==> config.mk <==
export PLATFORM = sky130hd
export DESIGN_NAME = gray_conv_arbiter
export DESIGN_NICKNAME = d
export VERILOG_FILES = /design/src/rtl/gray_conv_arbiter.sv
export SDC_FILE = /design/constraint.sdc
export NUM_CORES = 1
export LEC_CHECK = 0
export BUFFER_PORTS_ARGS = -buffer_cell sky130_fd_sc_hd__buf_4
export CAP_MARGIN = 20
export CORE_UTILIZATION = 25
export DETAILED_ROUTE_END_ITERATION = 6
export GPL_TIMING_DRIVEN = 0
export PLACE_DENSITY_LB_ADDON = 0.2
export SYNTH_ARGS = -nofsm -noshare
export SYNTH_HDL_FRONTEND = slang
export SYNTH_SLANG_ARGS = --single-unit
==> constraint.sdc <==
create_clock -name clk -period 1.8 [get_ports clk]
set_input_delay 0.09 -clock clk [delete_from_list [all_inputs] [get_ports clk]]
set_output_delay 0.09 -clock clk [all_outputs]
set_load 0.02 [all_outputs]
==> src/rtl/gray_conv_arbiter.sv <==
// rtl/gray_conv_arbiter.sv - two-requester round-robin binary-to-Gray converter
//
// Purpose:
//   Two requesters share one binary-to-Gray datapath. A round-robin arbiter
//   picks one word per cycle. The Gray result and its source index are
//   registered and held until the consumer takes them.
//
// Ports:
//   clk, rst_n              clock, synchronous active-low reset
//   req0_valid/bin/ready    requester 0 handshake and binary word
//   req1_valid/bin/ready    requester 1 handshake and binary word
//   out_valid/gray/src      held result, its Gray code and requester index
//   out_ready               consumer accepts the held result
//   conv_count              accepted-request counter (wraps)
module gray_conv_arbiter #(
  parameter int WIDTH = 4,
  parameter int CNT_W = 8
) (
  input  logic             clk,
  input  logic             rst_n,
  input  logic             req0_valid,
  input  logic [WIDTH-1:0] req0_bin,
  output logic             req0_ready,
  input  logic             req1_valid,
  input  logic [WIDTH-1:0] req1_bin,
  output logic             req1_ready,
  output logic             out_valid,
  output logic [WIDTH-1:0] out_gray,
  output logic             out_src,
  input  logic             out_ready,
  output logic [CNT_W-1:0] conv_count
);

  typedef enum logic {S_EMPTY = 1'b0, S_FULL = 1'b1} state_t;

  state_t           r_state;
  state_t           w_state_nxt;
  logic [WIDTH-1:0] r_gray;
  logic             r_src;
  logic             r_last_grant;
  logic [CNT_W-1:0] r_count;

  logic             w_can_accept;
  logic             w_grant_vld;
  logic             w_grant_idx;
  logic             w_accept;
  logic [WIDTH-1:0] w_sel_bin;

  function automatic logic [WIDTH-1:0] bin2gray(input logic [WIDTH-1:0] b);
    logic [WIDTH-1:0] g;
    g[WIDTH-1] = b[WIDTH-1];
    for (int i = WIDTH - 2; i >= 0; i--) begin
      g[i] = b[i+1] ^ b[i];
    end
    return g;
  endfunction

  // Pass-through drain: a held result leaving this cycle frees the register
  // for a new word in the same cycle.
  assign w_can_accept = (r_state == S_EMPTY) || out_ready;

  always_comb begin
    w_grant_vld = 1'b0;
    w_grant_idx = 1'b0;
    if (req0_valid && req1_valid) begin
      w_grant_vld = 1'b1;
      w_grant_idx = ~r_last_grant;
    end else if (req0_valid) begin
      w_grant_vld = 1'b1;
      w_grant_idx = 1'b0;
    end else if (req1_valid) begin
      w_grant_vld = 1'b1;
      w_grant_idx = 1'b1;
    end
  end

  assign w_accept   = w_grant_vld && w_can_accept;
  assign req0_ready = w_accept && (w_grant_idx == 1'b0);
  assign req1_ready = w_accept && (w_grant_idx == 1'b1);
  assign w_sel_bin  = w_grant_idx ? req1_bin : req0_bin;

  always_comb begin
    w_state_nxt = r_state;
    case (r_state)
      S_EMPTY: begin
        if (w_accept) w_state_nxt = S_FULL;
      end
      S_FULL: begin
        if (w_accept)       w_state_nxt = S_FULL;
        else if (out_ready) w_state_nxt = S_EMPTY;
      end
      default: w_state_nxt = S_EMPTY;
    endcase
  end

  always_ff @(posedge clk) begin
    if (!rst_n) begin
      r_state      <= S_EMPTY;
      r_gray       <= '0;
      r_src        <= 1'b0;
      r_last_grant <= 1'b1;  // requester 0 wins the first contention
      r_count      <= '0;
    end else begin
      r_state <= w_state_nxt;
      // Priority only rotates on acceptance, never on idle cycles.
      if (w_accept) begin
        r_gray       <= bin2gray(w_sel_bin);
        r_src        <= w_grant_idx;
        r_last_grant <= w_grant_idx;
        r_count      <= r_count + CNT_W'(1);
      end
    end
  end

  assign out_valid  = (r_state == S_FULL);
  assign out_gray   = r_gray;
  assign out_src    = r_src;
  assign conv_count = r_count;

endmodule

* Word level (Yosys, flattened, before mapping)
Index checks and enable logic that the tools add are counted.
Storage, ports and cells: register bits after elaboration 15, latch bits 0, bits in writable memories 0, bits in read-only memories 0, bits of input ports 13, output and inout port bits 16, logic and storage cells 27, memories kept 0
Cells by class: add/subtract/negate cells 1, $mul 0, divide/modulo/power cells 0, magnitude comparators 0, equality and inequality tests 0, shift-type cells 0, mux-type cells 10, bitwise operators 6, reductions and logical operators 5
Operators with widths (count):
- adder 8 x 1 -> 8 bit (second input constant) | 1
- 2-to-1 mux 1 bit | 8
- logical AND 1 bit | 4
- 2-to-1 mux 4 bit | 1
- NOT 1 bit | 3
- bitwise XOR 1 bit | 3
- one-hot mux 1 bit (2 select lines) | 1
- logical OR 1 bit | 1

* Depth between registers and ports, before layout
depth in word-level cells 6, mapped depth 4, mapped depth without buffers 4

* Worst setup path before layout
No wires, ideal clock.
path kind register -> register, start register r_count[0], in the netlist conv_count[0], end register r_count[2], in the netlist conv_count[2], library setup time 70 ps, data arrival time 1386 ps, data required time 1730 ps, path slack 344 ps, stages on the path, launching flop included 5, path buffers 0, clock period less this slack 1456 ps, cells stage by stage dfxtp_1 ha_1 inv_1 or4_1 a21oi_1
On the way: longest elaborated chain between the ends 1
RTL lines:
- start, declared | RTL line 41 | logic [CNT_W-1:0] r_count;
- start signal, assigned | RTL line 110 | r_count <= r_count + CNT_W'(1);
- adder 8 x 1 -> 8 bit | RTL line 110
No other way between the ends. A chain may end at the register's enable or synchronous reset.

* Final worst setup path
Same ends and word-level chain as after synthesis.

==> metrics.cfg <==
[timing]
finClkSkew_ns = 0.00761
fin_tns_setup_ns = 0
slew_violations = 0
max_freq_mhz = 691
rsz0062_at_grt = false
min_period_ns = 1.45
slew_headroom_pct = 72.6
final-hold-violation-count = 0
timing.final.crit_share_pct = 80.4
worst_slack_ns = 0.352
tightest_slew_ns = 0.412
finalSetupViolCount = 0
hold-worst-slack_ns = 0.0732

[clock_tree]
clk_path_buf_depth = 2
clock-sinks = 15
cts_tree = yes
cts.clk_slew.worst_paths_ns = 0.10
htreeDepth = 1
cts_post_setup_buffers_inserted = 0
cts_resized = 0
cts_inserted_buffers = 3
postCtsHoldBufs = 0
clk_latency_ns = 0.29
root_buffer = clkbuf_4

[worst_hold_path]
hold_depth = 3
worstHoldStart = rst_n
worstHoldEndpoint = conv_count[5]
hold_class = in -> reg

[setup_path]
cp.buffers_inverters = 1
rr_startpoint = conv_count[0]
cp.arrival_ns = 1.67
reg2reg_slack_ns = 0.35
cp_slowest_stage_delay_ns = 0.49
crit_chain = ha_1, inv_1, or4_1, a21oi_1
crit_fanout = 7
crit_family = simple AND/OR/NAND/NOR gates
worstReg2RegEnd = conv_count[2]
crit_required_ns = 2.02
cp_slowest_cell = or4_1
critPathKind = reg -> reg
critPathLaunchType = flop
worstRegToRegCells = 4
endpoint_kind = flop

[outcome]
violations = DRC
status = complete, but fails checks

[floorplan]
start_util_pct = 27.3
fp-row-count = 19
fp.dieArea_sq_um = 3340
die_h_um = 57.8
pin_count = 29
die_w_um = 57.8
core_area_sq_um = 2850

[final_layout]
layout_commonest_cell = buf_4
drive_gt1_share_pct = 31.7
nets = 135
layout.cells.non_filler = 151
final_cell_mix = 28 x buf_4, 15 x dfxtp_1, 9 x nand2_1, 9 x a21oi_1, 7 x mux2i_1
syn_to_final_growth_pct = 35.4
fillers = 303
diodes = 0

[drt]
drt_first_pass_iters = 6
drt-wirelength-per-cell_um = 11.7
via_count = 734
ant_nets = 0
post-route-drc-count = 3
vias_per_cell = 4.86
drt-total-wl_um = 1770
initialDrtViolationCount = 14

[placement]
gp_congestion = 0.754
place_hpwl_um = 1360
placed_cells = 147
dp_slack_ns = 0.379
io_buffers = 28

[synth]
ys_seq_area_share_pct = 38.6
ys.flop_type = dfxtp_1
syn_area_sq_um = 778
async_reset_ff_share_pct = 0
yosys_warnings = 0
synthDistinctLibCells = 27
syn-num-nets = 102
synth_edf_count = 0
synthCells = 88
ys_seq_elements = 15
synth_area_per_cell_sq_um = 8.84

[global_route]
grt_use_total_pct = 10.7
grt_max_degree = 11
grt_pass1_wl_um = 2750
grt_pass1_vias = 629
antenna_found_initial = 0
grt_overflow = 0

[flow_run]
max_cap_violations = 0

[power_and_ir_drop]
power_per_cell_area_nw_per_um2 = 702
leakagePower_nw = 0.442
total_power_mw = 0.739
peakVddDrop_v = 0.000530

==> how the worst max path moves through the flow <==
stage / endpoint / slack, ns / cells after the start / from
2_1_floorplan: conv_count[2] / 0.34 / 4 / conv_count[0]
3_3_place_gp: conv_count[2] / 0.38 / 4 / conv_count[0]
3_5_place_dp: conv_count[2] / 0.38 / 4 / conv_count[0]
4_1_cts: conv_count[2] / 0.35 / 4 / conv_count[0]
5_1_grt: conv_count[2] / 0.27 / 4 / conv_count[0]
6_report: conv_count[2] / 0.35 / 4 / conv_count[0]
==> synthesized netlist by cell type (2+ instances only) <==
master    count  share of area (%)
dfxtp_1      15                 39
a21oi_1       9                5.8
nand2_1       9                4.3
mux2i_1       7                9.0
xor2_1        6                6.8
nand3_1       5                3.2
nand2b_1      4                3.2
o21ai_0       4                2.6
inv_1         3                1.4
o22ai_1       3                2.4
o31ai_1       3                2.9
or4_1         3                2.9
buf_2         2                1.3
nor4_1        2                1.6
==> per-layer routing <==
| metal | vias to the layer above | routed length [um] | global-route usage (%) |
|---|---|---|---|
| met3 | 2 | 106 | 4.46 |
| li1 | 382 | - | - |
| met5 | - | 0 | 0 |
| met2 | 24 | 831 | 17.6 |
| met4 | 0 | 8 | 2.04 |
| met1 | 326 | 825 | 13.3 |
==> logic make-up after synthesis <==
family                   count (synthesis)  share of synthesized area [%]
flip-flops                              15                           38.6
AO/OA/AOI/OAI                           21                           17.0
buffers and inverters                    6                           3.21
XOR/XNOR                                 6                           6.75
AND/OR/NAND/NOR                         32                           23.8
adder cells (fa/ha/maj)                  1                           1.61
multiplexers                             7                           9.00
==> worst min-delay path: stages <==
cell and delay, ns:
buf_4 0.12, nand2b_1 0.06, mux2i_1 0.06
==> stage by stage <==
step                      utilization (%)  instance area, sq um
after floorplan                         -                   778
after global placement               36.0                  1030
after detailed placement             36.0                  1030
after CTS                            36.9                  1050
after global routing                 36.9                  1050
final                                36.9                  1050
==> report_power, final <==
part           internal (mW)  total (mW)  switching (mW)  leakage, nW
clock network         0.0861       0.199           0.113       0.0150
registers              0.351       0.369          0.0175        0.123
logic                 0.0802       0.171          0.0913        0.304
total                  0.517       0.739           0.222        0.442
==> registers in the layout, indices dropped and copies added (netlist names) <==
register / count
out_valid: 1
r_last_grant: 1
conv_count: 8
out_src: 1
out_gray: 4
==> area by class of cell <==
type	instances	area (sq um)	share of cell area (%)
tap	31	38.8	3.68
clock buffer	4	26.3	2.49
buffer	3	13.8	1.31
sequential	15	300	28.5
timing repair buffer	28	210	20.0
inverter	3	11.3	1.07
multi-input combinational	67	453	43.0
(Power assumes the default switching activity.)
